File: src/rtl/fwd_hazard_unit.sv
`default_nettype none
// +----------------------------------------------------------------------------+
// | fwd_hazard_unit: registered EX operand-select forwarding and load-use       |
// | hazard control for a 4-stage ID/EX/MEM/WB pipeline.                         |
// | Revision: 1.0                                                               |
// +----------------------------------------------------------------------------+
module fwd_hazard_unit #(
   parameter int REG_ADDR_W = 3,
   parameter int CNT_W      = 16
) (
   input  logic                  clk,
   input  logic                  rst,
   input  logic                  id_valid,
   input  logic [REG_ADDR_W-1:0] id_rs,
   input  logic [REG_ADDR_W-1:0] id_rt,
   input  logic                  id_rs_used,
   input  logic                  id_rt_used,
   input  logic                  id_use_pc,
   input  logic                  id_use_imm,
   input  logic [REG_ADDR_W-1:0] id_rd,
   input  logic                  id_regwrite,
   input  logic                  id_memread,
   input  logic                  flush,
   input  logic                  mem_stall,
   output logic [1:0]            ex_sel_a,
   output logic [1:0]            ex_sel_b,
   output logic                  ex_bubble,
   output logic                  stall_id,
   output logic [CNT_W-1:0]      load_use_count
);

   localparam logic [1:0] SEL_RF     = 2'b00;
   localparam logic [1:0] SEL_EXMEM  = 2'b01;
   localparam logic [1:0] SEL_MEMWB  = 2'b10;
   localparam logic [1:0] SEL_FORCED = 2'b11;

   // Pipeline shadow entries
   logic                  ex_valid_q, ex_valid_d;
   logic [REG_ADDR_W-1:0] ex_rd_q, ex_rd_d;
   logic                  ex_regwrite_q, ex_regwrite_d;
   logic                  ex_memread_q, ex_memread_d;
   logic                  mem_valid_q, mem_valid_d;
   logic [REG_ADDR_W-1:0] mem_rd_q, mem_rd_d;
   logic                  mem_regwrite_q, mem_regwrite_d;

   logic [1:0]            ex_sel_a_q, ex_sel_a_d;
   logic [1:0]            ex_sel_b_q, ex_sel_b_d;
   logic                  ex_bubble_q, ex_bubble_d;
   logic [CNT_W-1:0]      load_use_count_q, load_use_count_d;

   logic ex_match_rs, ex_match_rt, mem_match_rs, mem_match_rt;
   logic hazard;
   logic [1:0] sel_a_next, sel_b_next;

   always_comb begin
      ex_match_rs  = ex_valid_q & ex_regwrite_q & (ex_rd_q == id_rs) & id_rs_used;
      ex_match_rt  = ex_valid_q & ex_regwrite_q & (ex_rd_q == id_rt) & id_rt_used;
      mem_match_rs = mem_valid_q & mem_regwrite_q & (mem_rd_q == id_rs) & id_rs_used;
      mem_match_rt = mem_valid_q & mem_regwrite_q & (mem_rd_q == id_rt) & id_rt_used;

      // Forced operand codes do not mask the hazard; only the _used bits do.
      hazard = id_valid & ex_memread_q & (ex_match_rs | ex_match_rt) & ~flush;

      sel_a_next = SEL_RF;
      if (!id_valid)         sel_a_next = SEL_RF;
      else if (id_use_pc)    sel_a_next = SEL_FORCED;
      else if (ex_match_rs)  sel_a_next = SEL_EXMEM;
      else if (mem_match_rs) sel_a_next = SEL_MEMWB;

      sel_b_next = SEL_RF;
      if (!id_valid)         sel_b_next = SEL_RF;
      else if (id_use_imm)   sel_b_next = SEL_FORCED;
      else if (ex_match_rt)  sel_b_next = SEL_EXMEM;
      else if (mem_match_rt) sel_b_next = SEL_MEMWB;
   end

   always_comb begin
      ex_valid_d       = ex_valid_q;
      ex_rd_d          = ex_rd_q;
      ex_regwrite_d    = ex_regwrite_q;
      ex_memread_d     = ex_memread_q;
      mem_valid_d      = mem_valid_q;
      mem_rd_d         = mem_rd_q;
      mem_regwrite_d   = mem_regwrite_q;
      ex_sel_a_d       = ex_sel_a_q;
      ex_sel_b_d       = ex_sel_b_q;
      ex_bubble_d      = ex_bubble_q;
      load_use_count_d = load_use_count_q;

      if (!mem_stall) begin
         mem_valid_d    = ex_valid_q;
         mem_rd_d       = ex_rd_q;
         mem_regwrite_d = ex_regwrite_q;
         if (flush || hazard) begin
            ex_valid_d    = 1'b0;
            ex_regwrite_d = 1'b0;
            ex_memread_d  = 1'b0;
            ex_bubble_d   = 1'b1;
            ex_sel_a_d    = SEL_RF;
            ex_sel_b_d    = SEL_RF;
            if (hazard && !(&load_use_count_q))
               load_use_count_d = load_use_count_q + 1'b1;
         end else begin
            ex_valid_d    = id_valid;
            ex_rd_d       = id_rd;
            ex_regwrite_d = id_regwrite;
            ex_memread_d  = id_memread;
            ex_bubble_d   = ~id_valid;
            ex_sel_a_d    = sel_a_next;
            ex_sel_b_d    = sel_b_next;
         end
      end
   end

   always_ff @(posedge clk) begin
      if (rst) begin
         ex_valid_q       <= 1'b0;
         ex_rd_q          <= '0;
         ex_regwrite_q    <= 1'b0;
         ex_memread_q     <= 1'b0;
         mem_valid_q      <= 1'b0;
         mem_rd_q         <= '0;
         mem_regwrite_q   <= 1'b0;
         ex_sel_a_q       <= SEL_RF;
         ex_sel_b_q       <= SEL_RF;
         ex_bubble_q      <= 1'b1;
         load_use_count_q <= '0;
      end else begin
         ex_valid_q       <= ex_valid_d;
         ex_rd_q          <= ex_rd_d;
         ex_regwrite_q    <= ex_regwrite_d;
         ex_memread_q     <= ex_memread_d;
         mem_valid_q      <= mem_valid_d;
         mem_rd_q         <= mem_rd_d;
         mem_regwrite_q   <= mem_regwrite_d;
         ex_sel_a_q       <= ex_sel_a_d;
         ex_sel_b_q       <= ex_sel_b_d;
         ex_bubble_q      <= ex_bubble_d;
         load_use_count_q <= load_use_count_d;
      end
   end

   assign ex_sel_a       = ex_sel_a_q;
   assign ex_sel_b       = ex_sel_b_q;
   assign ex_bubble      = ex_bubble_q;
   assign stall_id       = hazard;
   assign load_use_count = load_use_count_q;

endmodule
`default_nettype wire

File: config.mk
export PLATFORM = sky130hd
export DESIGN_NAME = fwd_hazard_unit
export DESIGN_NICKNAME = d
export VERILOG_FILES = /design/src/rtl/fwd_hazard_unit.sv
export SDC_FILE = /design/constraint.sdc
export NUM_CORES = 1
export LEC_CHECK = 0
export CAP_MARGIN = 25
export CORE_UTILIZATION = 45
export CTS_CLUSTER_DIAMETER = 30
export CTS_CLUSTER_SIZE = 20
export DETAILED_ROUTE_END_ITERATION = 10
export PLACE_DENSITY = 0.75
export SYNTH_ARGS = -nofsm -noshare
export SYNTH_HDL_FRONTEND = slang
export SYNTH_SLANG_ARGS = --single-unit
File: constraint.sdc
create_clock -name clk -period 2.8 [get_ports clk]
set_input_delay 0.56 -clock clk [delete_from_list [all_inputs] [get_ports clk]]
set_output_delay 0.56 -clock clk [all_outputs]
set_load 0.01 [all_outputs]
==> qor.yml <==
crit_path_start: "id_rt[1]"
fin_crit_sh: 0.9351
placed_area_um2: 2181
grt_pass1_wl_um: 6568
yosys_warnings: 0
syn_area_um2: 1628
clock-sinks: 32
diodes: 0
cts_tree: "built"
drive_gt1_frac: 0.1224
grt_use_total: 0.2118
synth_top_flop_cell: "dfxtp_1"
dpl.hpwl_um: 2907
arrival_ps: 2060
final_antenna_net_count: 0
slew_viol_final: 0
routed_wirelength_um: 3801
worst_pin_slew_ps: 496.4
core_um2: 3390
critPathMaxFanout: 2
rsz0062_at_grt: "no"
syn_avg_cell_area_um2: 8.705
layout.filler_cells: 271
final_common_cell: "clkdlybuf4s50_1"
routed_via_density: 5.436
fp.dieW_um: 62.15
clkTransAtPathRegs_ps: 100
power_density_nw_per_um2: 401.1
ys_types: 47
fin_ws_ps: 181.8
die_y_um: 62.15
overflow: 0
hold_viol_final: 0
cp_slowest_cell: "clkdlybuf4s50_1"
synth_async_sr_flop_share: 0
floorplan.initialDensity: 0.4803
seq_area_frac_synth: 0.3935
cp_slowest_stage_delay_ps: 440
hp-class: "reg2reg"
max_slew_margin: 0.6690
dieArea_um2: 3862
r2r_start: "ex_rd_q[2]$_SDFFE_PP0P_"
endpoint: "stall_id"
syn2layout_area_growth_pct: 38.59
synth-edff-count: 0
route.detailed.drc: 0
path_cells: "clkdlybuf4s50_1 -> xor2_1 -> nor4_4 -> o211ai_1 -> nor2_1 -> dlygate4sd2_1"
worstHoldStart: "ex_sel_b[0]$_SDFFE_PP0N_"
dr.first_iter.drc_count: 60
post-place-ws_ps: -76.46
rr_worst_depth: 6
instances_no_fill: 291
cts_root_buf: "clkbuf_4"
startpoint_type: "input port"
irDropWorstVdd_mv: 0.3062
vias: 1582
status: "complete, no violations"
synth_fp_nets: 208
port_buffers: 41
place.gp.congestion: 0.8407
whs_ps: 482.6
final_area_um2: 2256
dp_cells: 283
setup_violations: 0
htree_levels: 2
synth_cells: 187
final_cell_mix: "clkdlybuf4s50_1 (40), dfxtp_1 (32), nor2_1 (17)"
r2r_slack_ps: 720
crit_required_ps: 2240
fin_crit_ps: 2618
worst-setup-path-type: "in2out"
first_pass_iters: 4
numCtsBuffers: 5
fmax_mhz: 381.9
wl_per_cell_um: 13.06
grt_max_degree: 20
nets: 265
rows: 21
r2r-end: "load_use_count[8]$_SDFFE_PP0P_"
antenna_found_initial: 0
grt_pass1_vias: 1478
cts_max_path_buffers: 2
leakagePower_uw: 0.0007936
clkLatencyLatePin_ps: 320
synth_seq_cells: 32
skew_ps: 5.201
ios: 42
worstSetupEndpointType: "output port"
maxCapViolCount: 0
-- synth_stat cells, types with 2 or more instances --
cell type	count	area, µm²
and4_1	2	17.52
nor4_4	2	42.54
or4_1	4	30.03
nand4_1	4	25.02
a21oi_1	11	55.05
o31ai_1	4	30.03
nor2_1	17	63.81
clkbuf_1	3	11.26
nand3_1	12	60.06
o21ai_0	8	40.04
nor4_1	4	25.02
o22ai_1	4	25.02
nand4b_1	3	26.28
nor3_1	4	20.02
a32oi_1	2	17.52
xnor2_1	5	43.79
o2111ai_1	2	17.52
o211a_1	2	20.02
xor2_1	8	70.07
nand2_1	15	56.30
nand2b_1	3	18.77
mux2i_1	5	50.05
inv_1	5	18.77
or3_1	4	25.02
dfxtp_1	32	640.6
-- report_power, final --
part           internal [µW]  switching, µW  total [µW]
registers                462           6.96         469
logic                   52.5           40.6        93.1
clock network            187            155         343
-- final cells by class --
class	count	area, µm²	share of cell area
Clock inverter	2	35.03	0.01553
Tap cell	46	57.56	0.02551
Sequential cell	32	640.6	0.2840
Multi-Input combinational cell	144	940.9	0.4171
Inverter	5	18.77	0.008319
Clock buffer	6	41.29	0.01830
Timing Repair Buffer	56	521.8	0.2313
-- metrics by stage --
stage	utilization	power (µW)	TNS, ps
5_1_grt	0.6656	941.3	0
6_report	0.6656	904.9	0
3_5_place_dp	0.6434	572.8	-76.46
2_1_floorplan	-	517.5	0
3_3_place_gp	0.6434	571.0	-39.16
4_1_cts	0.6656	910.4	0
-- worst min path at each step --
stage	cells after the start	endpoint	slack, ps
floorplan	2	ex_memread_q$_SDFFE_PP0N_	460
global placement	2	ex_sel_b[0]$_SDFFE_PP0N_	460
detailed placement	2	ex_sel_a[0]$_SDFFE_PP0N_	470
CTS	2	ex_sel_a[0]$_SDFFE_PP0N_	480
global route	2	ex_sel_b[0]$_SDFFE_PP0N_	510
finish	2	ex_sel_b[0]$_SDFFE_PP0N_	480
-- sequential cells by signal, summed over array words and instances, names as in the netlist --
name,cells
ex_bubble,1
ex_memread_q,1
ex_rd_q,3
ex_regwrite_q,1
ex_sel_a,2
ex_sel_b,2
ex_valid_q,1
load_use_count,16
mem_rd_q,3
mem_regwrite_q,1
mem_valid_q,1
-- timing repair --
action                     CTS  global route
resized for setup            1             0
buffers inserted             0             0
hold buffers                 0             0
setup endpoints to repair    1             0
-- layer usage --
| layer | wire length, µm | track usage |
|---|---|---|
| met5 | 0 | 0 |
| met4 | 31 | 0.06686 |
| met3 | 135 | 0.03860 |
| met2 | 1831 | 0.3489 |
| met1 | 1802 | 0.2797 |
-- logic make-up (layout without fill, tap and decap cells) --
logic type / count (synthesis) / in the layout / synth area share
compound gates: 42 / 42 / 0.1707
xor+xnor: 13 / 13 / 0.06995
fa+ha+maj: 1 / 1 / 0.007685
buf+inv: 11 / 69 / 0.02844
flops: 32 / 32 / 0.3935
mux: 6 / 6 / 0.03766
simple gates: 82 / 82 / 0.2921
-- critical path: cells and delay by family --
kind	cells	cell delay, ps
and+or+nand+nor	2	420
buffers and inverters	2	720
xor gates and xnor gates	1	190
AOI/OAI and AO/OA	1	170
No activity file was read; power rests on OpenSTA's default activity.
